### config.mk
export PLATFORM = sky130hd
export DESIGN_NAME = bsh_cmd_queue
export DESIGN_NICKNAME = d
export VERILOG_FILES = /design/src/rtl/bsh_cmd_queue.sv
export SDC_FILE = /design/constraint.sdc
export NUM_CORES = 1
export LEC_CHECK = 0
export BUFFER_PORTS_ARGS = -buffer_cell sky130_fd_sc_hd__buf_4
export CAP_MARGIN = 20
export CORE_ASPECT_RATIO = 1.75
export CORE_MARGIN = 2
export CORE_UTILIZATION = 45
export DETAILED_ROUTE_END_ITERATION = 7
export PLACE_DENSITY = 0.75
export SYNTH_ARGS = -nofsm -noshare
export SYNTH_HDL_FRONTEND = slang
export SYNTH_SLANG_ARGS = --single-unit
### constraint.sdc
create_clock -name clk -period 5.5 [get_ports clk]
set_input_delay 0.55 -clock clk [delete_from_list [all_inputs] [get_ports clk]]
set_output_delay 0.55 -clock clk [all_outputs]
set_load 0.02 [all_outputs]
### src/rtl/bsh_cmd_queue.sv
//------------------------------------------------------------------------------
// bsh_cmd_queue
//
// Command buffer and result-capture stage for a 32-bit combinational barrel
// rotator. Rotate commands {data, dir, amount} arrive over a valid/ready
// interface and are held in a DEPTH-entry FIFO. The FIFO head is presented to
// the external rotator on sh_*. The rotator's result (sh_result) is captured
// into an output register that has its own valid/ready handshake, so the
// rotator can sit in a pipelined, back-pressured datapath.
//
// Parameters
//   DEPTH     - number of FIFO entries; power of two, at least 2
//   CNT_W     - width of the completed-command counter
//
// Ports
//   clk       - single clock, all state changes on the rising edge
//   rst       - synchronous active-high reset
//   in_valid  - a command is offered
//   in_ready  - FIFO has room (level < DEPTH)
//   in_data   - operand to rotate
//   in_dir    - 1 = rotate right, 0 = rotate left
//   in_sh     - rotate amount 0..31
//   sh_data   - FIFO head operand to the rotator (0 when empty)
//   sh_dir    - FIFO head direction to the rotator (0 when empty)
//   sh_amt    - FIFO head amount to the rotator (0 when empty)
//   sh_result - combinational rotator output for the current sh_* values
//   out_valid - registered result available
//   out_ready - consumer accepts the result
//   out_data  - registered rotated word
//   level     - current FIFO occupancy, 0..DEPTH
//   done_cnt  - number of results taken by the consumer, wraps
//------------------------------------------------------------------------------
module bsh_cmd_queue #(
   parameter int DEPTH = 4,
   parameter int CNT_W = 16
) (
   input  logic                     clk,
   input  logic                     rst,
   input  logic                     in_valid,
   output logic                     in_ready,
   input  logic [31:0]              in_data,
   input  logic                     in_dir,
   input  logic [4:0]               in_sh,
   output logic [31:0]              sh_data,
   output logic                     sh_dir,
   output logic [4:0]               sh_amt,
   input  logic [31:0]              sh_result,
   output logic                     out_valid,
   input  logic                     out_ready,
   output logic [31:0]              out_data,
   output logic [$clog2(DEPTH):0]   level,
   output logic [CNT_W-1:0]         done_cnt
);

   localparam int AW = $clog2(DEPTH);
   localparam int LW = AW + 1;
   localparam logic [LW-1:0] FULL_LEVEL = LW'(DEPTH);

   // FIFO storage, kept as three parallel arrays so each field has its
   // natural width.
   logic [31:0]   mem_data [DEPTH];
   logic          mem_dir  [DEPTH];
   logic [4:0]    mem_amt  [DEPTH];

   // Pointers are exactly log2(DEPTH) bits wide, so they wrap modulo DEPTH
   // for free; full/empty is tracked separately by level.
   logic [AW-1:0] wr_ptr;
   logic [AW-1:0] rd_ptr;

   logic          fifo_empty;
   logic          push;
   logic          pop;
   logic          consume;

   // Handshake decode. in_ready depends on occupancy alone, so upstream never
   // sees a combinational path from out_ready. A pop happens whenever there
   // is a command waiting and the output register is empty or being drained
   // in this same cycle.
   assign fifo_empty = (level == '0);
   assign in_ready   = (level < FULL_LEVEL);
   assign push       = in_valid & in_ready;
   assign consume    = out_valid & out_ready;
   assign pop        = ~fifo_empty & (~out_valid | out_ready);

   // The head entry drives the rotator directly. It is forced to zero when
   // the FIFO is empty so the rotator sees a clean, deterministic input
   // rather than whatever stale entry rd_ptr points at.
   assign sh_data = fifo_empty ? 32'd0 : mem_data[rd_ptr];
   assign sh_dir  = fifo_empty ? 1'b0  : mem_dir[rd_ptr];
   assign sh_amt  = fifo_empty ? 5'd0  : mem_amt[rd_ptr];

   // FIFO storage write. The contents are don't-care after reset, so the
   // array carries no reset; only the pointers and level define what is
   // valid.
   always_ff @(posedge clk) begin
      if (push) begin
         mem_data[wr_ptr] <= in_data;
         mem_dir[wr_ptr]  <= in_dir;
         mem_amt[wr_ptr]  <= in_sh;
      end
   end

   // Pointer and occupancy bookkeeping. A simultaneous push and pop moves
   // both pointers and leaves level unchanged. A push into an empty FIFO
   // only becomes visible at the head on the following cycle, because pop
   // is decided from the pre-edge level.
   always_ff @(posedge clk) begin
      if (rst) begin
         wr_ptr <= '0;
         rd_ptr <= '0;
         level  <= '0;
      end else begin
         if (push) begin
            wr_ptr <= wr_ptr + AW'(1);
         end
         if (pop) begin
            rd_ptr <= rd_ptr + AW'(1);
         end
         unique case ({push, pop})
            2'b10:   level <= level + LW'(1);
            2'b01:   level <= level - LW'(1);
            default: level <= level;
         endcase
      end
   end

   // Output register. On a pop the rotator's result for the current head is
   // captured. If nothing is popped but the consumer takes the held result,
   // the register goes empty while out_data keeps its last value. With
   // out_ready low and no pop, both out_valid and out_data hold.
   always_ff @(posedge clk) begin
      if (rst) begin
         out_valid <= 1'b0;
         out_data  <= 32'd0;
      end else if (pop) begin
         out_valid <= 1'b1;
         out_data  <= sh_result;
      end else if (consume) begin
         out_valid <= 1'b0;
      end
   end

   // Completed-command counter, bumped once per accepted result and left to
   // wrap naturally at its width.
   always_ff @(posedge clk) begin
      if (rst) begin
         done_cnt <= '0;
      end else if (consume) begin
         done_cnt <= done_cnt + CNT_W'(1);
      end
   end

endmodule

=== Word level (Yosys, flattened, before mapping) ===
Memory sizes are Yosys's and may differ from the RTL's. A register that Yosys moved wholly into a read port is not among the register bits.
Cells that the tools add are included.
Widths: inputs -> output; s select.

* Register bits: 56
* Latch bits: 0
* Memory bits (writable): 152
* ROM bits: 0
* Output and inout bits: 91
* Memories kept: 3

{| class="wikitable"
|+ Memories
! name !! words !! bits a word !! rd ports !! clocked after memory_dff !! wr ports !! RTL line !! RTL
|-
| mem_data || 4 || 32 || 1 || 1 || 1 || 61 || <nowiki>logic [31:0] mem_data [DEPTH];</nowiki>
|-
| mem_amt || 4 || 5 || 1 || 1 || 1 || 63 || <nowiki>logic [4:0] mem_amt [DEPTH];</nowiki>
|-
| mem_dir || 4 || 1 || 1 || 1 || 1 || 62 || <nowiki>logic mem_dir [DEPTH];</nowiki>
|}

* Add/sub/neg operators: 5
* Multiply operators: 0
* Div/mod/pow operators: 0
* $lt $le $gt $ge: 1
* Equality and inequality tests: 2
* Shift-type cells: 0
* Multiplexer cells: 14
* Bitwise logic cells: 6
* Reductions and logical operators: 3

{| class="wikitable"
|+ Operators with widths
! kind !! number
|-
| $mux 32 || 1
|-
| $add 16x1->16 const B || 1
|-
| $mux 2 || 6
|-
| $pmux 3 s2 || 1
|-
| $mux 1 || 5
|-
| $mux 5 || 1
|-
| $add 2x1->2 const B || 2
|-
| $reduce_bool 2->1 || 2
|-
| $add 3x1->3 const B || 1
|-
| $and 1x1->1 || 3
|-
| $logic_not 3->1 || 1
|-
| $lt 3x3->1 const B || 1
|-
| $sub 3x1->3 const B || 1
|-
| $eq 2x1->1 const B || 1
|-
| $eq 2x2->1 const B || 1
|-
| $not 1->1 || 2
|-
| $or 1x1->1 || 1
|}

=== Longest topological paths before layout ===
* Depth after elaboration: 5
* Gate-level depth with buffers: 11
* Mapped depth without buffers: 9

=== Worst setup path after synthesis ===
Ideal clock, no wire load.

* Path kind: register -> register
* Start point: register level[2]
* End point: register level[2]
* Library setup time: 70 ps
* Arrival: 2,495 ps
* Data required time: 5,430 ps
* Setup slack: 2,935 ps
* Cell stages (with the launch flop): 12
* Clock period less this slack: 2,565 ps
* Cell sequence: dfxtp_1 nor3_1 nand2b_1 clkbuf_1 inv_2 clkbuf_1 ha_1 inv_1 fa_1 xor2_1 or3_1 a21oi_1

* Word-level cells in the longest chain between the ends: 5
* Elaborated cells between the ends (all ways): 11

{| class="wikitable"
|+ Ends and longest elaborated chain
! item !! RTL line !! RTL
|-
| from (decl) || 51 || <nowiki>output logic [$clog2(DEPTH):0] level,</nowiki>
|-
| from (signal assigned) || 120 || <nowiki>2'b10: level <= level + LW'(1);</nowiki>
|-
| from (signal assigned) || 121 || <nowiki>2'b01: level <= level - LW'(1);</nowiki>
|-
| from (signal assigned) || 122 || <nowiki>default: level <= level;</nowiki>
|-
| $logic_not 3->1 (*) || 79 || <nowiki>assign fifo_empty = (level == '0);</nowiki>
|-
| $not 1->1 (*) || 83 || <nowiki>assign pop = ~fifo_empty & (~out_valid | out_ready);</nowiki>
|-
| $and 1x1->1 (*) || 83 ||
|-
| named net pop || 72 || <nowiki>logic pop;</nowiki>
|-
| $eq 2x1->1 or $eq 2x2->1 (tied branches) || 119 || <nowiki>unique case ({push, pop})</nowiki>
|-
| $pmux 3 s2 or $reduce_bool 2->1 (tied branches) || n/a ||
|}

Mark *: on every way through the listed nets, which the timed path passes. The rest lies on a longest branch.
A chain may end at the register's enable or synchronous reset.

=== Worst setup path in the final report ===
* Start point: register level[2]
* End point: register level[2]

* Word-level cells in the longest chain between the ends: 5
* Elaborated cells between the ends (all ways): 11

{| class="wikitable"
|+ Ends and longest elaborated chain
! item
|-
| branches (longest 5 deep; another with $lt 3x3->1)
|}

Parallel ways; which one is timed is not known.

==> metrics.md <==
| Metric | Value |
|---|---|
| Hold EP | mem_data[1][18] |
| Die width | about 100 um |
| RSZ-0062 raised after global routing | no |
| GRT Overall Usage | 17.14% |
| Pre-CTS setup slack | ~1800 ps |
| Area grow syn2layout | 26.65% |
| Setup Total Neg Slack | 0 ps |
| Initial antenna violation count | 0 |
| Core ar. | ~17000 um2 |
| Syn_area_per_cell | 15.47 um2 |
| Longest Clk Path Bufs | 3 |
| Crit Path Class | flip-flop to flip-flop |
| Depth of the worst hold-timing path | 1 |
| Leakage Power | 3.703 nW |
| Full die area | 18930 um2 |
| Final Instance Area | 10150 um2 |
| Layout cells sized above 1 | 35.68% |
| Synth Warn # | 0 |
| Cells after synthesis | 518 |
| Post-DP HPWL | 10.41 mm |
| Mapped cell area | around 8000 um2 |
| Port-buffer cells | 164 |
| Post-layout util | 58.14% |
| Antenna diodes | 0 |
| Max_cap viols | 0 |
| Yosys cell types | 34 |
| Flops & latches, synth | 210 |
| Reg-to-Reg End | level[2] |
| Worst EP required | just under 6000 ps |
| Actual slew at the worst max-slew pin | 1111 ps |
| Drt via density | 5.145 |
| Switch share | around 32% |
| Clock tree sinks | 210 |
| Peak supply drop | 290.1 uV |
| Initial core utilization | 45.91% |
| Sequential power share | 39.5% |
| Grt ovf | 0 |
| Max Freq | between 0.3 and 0.4 GHz |
| Number of flops mapped to enable cells by yosys | 152 |
| Max Slew Vio Count | 0 |
| Routed len/inst | 17.76 um |
| CTS tree | built |
| Combinational Power Share | roughly a third |
| Period utilisation layout | 55.24% |
| Synth async-reset ratio | 0% |
| R2R setup slack | 2460 ps |
| DR pass1 iterations | 4 |
| Hold Path Origin | in_data[18] |
| CP Capture Type | flip-flop |
| Startpoint type of the worst setup path | flip-flop |
| Num ports | 165 |
| CTS H-Tree Depth | 1 |
| Drt total wl | 16.45 mm |
| Via count | 4764 |
| Routed Antenna Nets | 0 |
| Post-CTS sizing | 0 |
| Die Ht | 180.5 um |
| # rows | 64 |
| RePlAce Congestion | 0.7669 |
| FF-to-FF Start | level[2] |
| Clock buffer count from CTS | 20 |
| Pint | roughly 3.5 mW |
| DR DRC count | 0 |
| Initial DRC count | 203 |
| Vias in the first global route | 5093 |
| Synthesized Nets | 599 |
| Clock power frac | approximately a quarter |
| HP Class | input pin to flip-flop |
| FF-to-FF path depth | 10 |
| Rel. slew slack | approximately a quarter |
| Setup bufs post-CTS | 0 |
| Synth Flop Type | edfxtp_1 |
| Sequential fraction of the synthesis area | approximately 70% |
| Switching Power | about 1.7 mW |
| Post-layout net count | 762 |
| Period minus WS final | 3038 ps |
| Worst-skew pair later-pin latency | 480 ps |
| CP arrival | 3450 ps |
| Largest net degree at the start of global routing | 59 |
| Critical Path Fanout Max | between 40 and 50 |
| Clock root buffer | clkbuf_16 |
| Endpoints failing hold | 0 |
| Final setup vio count | 0 |
| Final Skew | 7.864 ps |
| Placed Area | 9445 um2 |
| WHS | ~260 ps |
| First-pass GRT wire length | 25.87 mm |
| Status | finished clean |
| CTS clk-pin slew, worst paths | 60 ps |
| Hold buffer count at CTS | 0 |
| Power density over the cells | 509.0 nW/um2 |
| Setup ws final | 2462 ps |
power groups by stage:
stage / clock network [mW] / registers [mW] / logic (mW)
global route: 1.42 / 2.07 / 1.95
detailed placement: 0 / 2.08 / 1.82
global placement: 0 / 2.06 / 1.78
floorplan: 0 / 2.12 / 1.09
CTS: 1.35 / 2.05 / 1.82
finish: 1.31 / 2.04 / 1.81
kinds of logic after synthesis:
family | Yosys count | share of synthesized area [%]
and+or+nand+nor | 165 | 10.15
buffers and inverters | 36 | 1.827
muxes | 39 | 10.82
AOI/OAI and AO/OA | 46 | 2.935
adders and majority gates | 7 | 1.187
DFF | 210 | 71.44
xor gates and xnor gates | 15 | 1.639
worst max path at each step:
stage                  start       end  slack [ps]  cells after the start
global route        level[2]  level[2]        2250                     10
floorplan           level[2]  level[2]        2930                     11
global placement    level[2]  level[2]        1990                     10
CTS                 level[2]  level[2]        1740                     10
detailed placement  level[2]  level[2]        1770                     10
finish              level[2]  level[2]        2460                     10
cell type report:
cell class	instances	area [um2]
inverter	8	30.03
multi-input combinational	272	2152
tap	231	289.0
clock inverter	6	28.78
fill	1391	7307
clock buffer	30	620.6
timing repair buffer	169	1301
sequential	210	5728
cells in the final DEF, fill, tap and decap left out, types with 3 or more instances in the layout:
master     instances
ha_1               6
edfxtp_1         152
inv_1             10
nor2b_1           40
xnor2_1            4
clkbuf_16         22
nand3_1            9
buf_4            166
clkbuf_8           4
a21oi_1           41
nor2_1            20
dfxtp_1           56
clkbuf_1           4
nand2_1           71
xor2_1            11
o21ai_0            3
mux4_2            38
and2_2             4
nand4_1            4
through the flow:
step / instances / power, mW
CTS: 923 / 5.219
global route: 926 / 5.435
global placement: 887 / 3.838
finish: 926 / 5.166
detailed placement: 887 / 3.897
floorplan: 518 / 3.207
sequential cells by signal, indices dropped and copies added, names as in the netlist, named ones only:
| register | cells |
|---|---|
| done_cnt | 16 |
| level | 3 |
| mem_amt | 20 |
| mem_data | 128 |
| mem_dir | 4 |
| out_data | 32 |
| out_valid | 1 |
| rd_ptr | 2 |
| wr_ptr | 2 |
synth_stat cells (all sizes together), types with 2 or more instances:
cell type	number	area share [%]
mux4	38	11
xor2	11	1.2
ha	6	0.94
and4	3	0.34
o31ai	2	0.19
or4	2	0.19
o21ai	3	0.19
xnor2	4	0.44
nand3	9	0.56
inv	8	0.37
dfxtp	58	14
and2	4	0.31
a21oi	41	2.6
edfxtp	152	57
clkbuf	17	0.80
nand2b	2	0.16
nor2b	40	3.1
buf	11	0.66
nand4	5	0.47
nor2	20	0.94
or3	2	0.17
nor3	3	0.19
nand2	71	3.3
layer usage:
metal  track usage (%)  part of all wire [%]  vias to the layer above  wire length (um)
met5                 0                     0                        -                 0
met4             4.693                   1.6                        0               266
met2             31.87                    53                      182              8789
li1                  -                     -                     2226                 -
met3             3.436                   6.1                       20              1004
met1             19.84                    39                     2336              6385
worst max-delay path: stages (launching register included):
cell and delay, ps:
dfxtp_1 430, nor3_2 80, buf_4 290, nand2b_1 330
inv_2 470, ha_1 300, inv_1 60, fa_1 370
xor2_1 160, or3_1 320, a21oi_1 140
No activity file was read; power rests on OpenSTA's default activity.
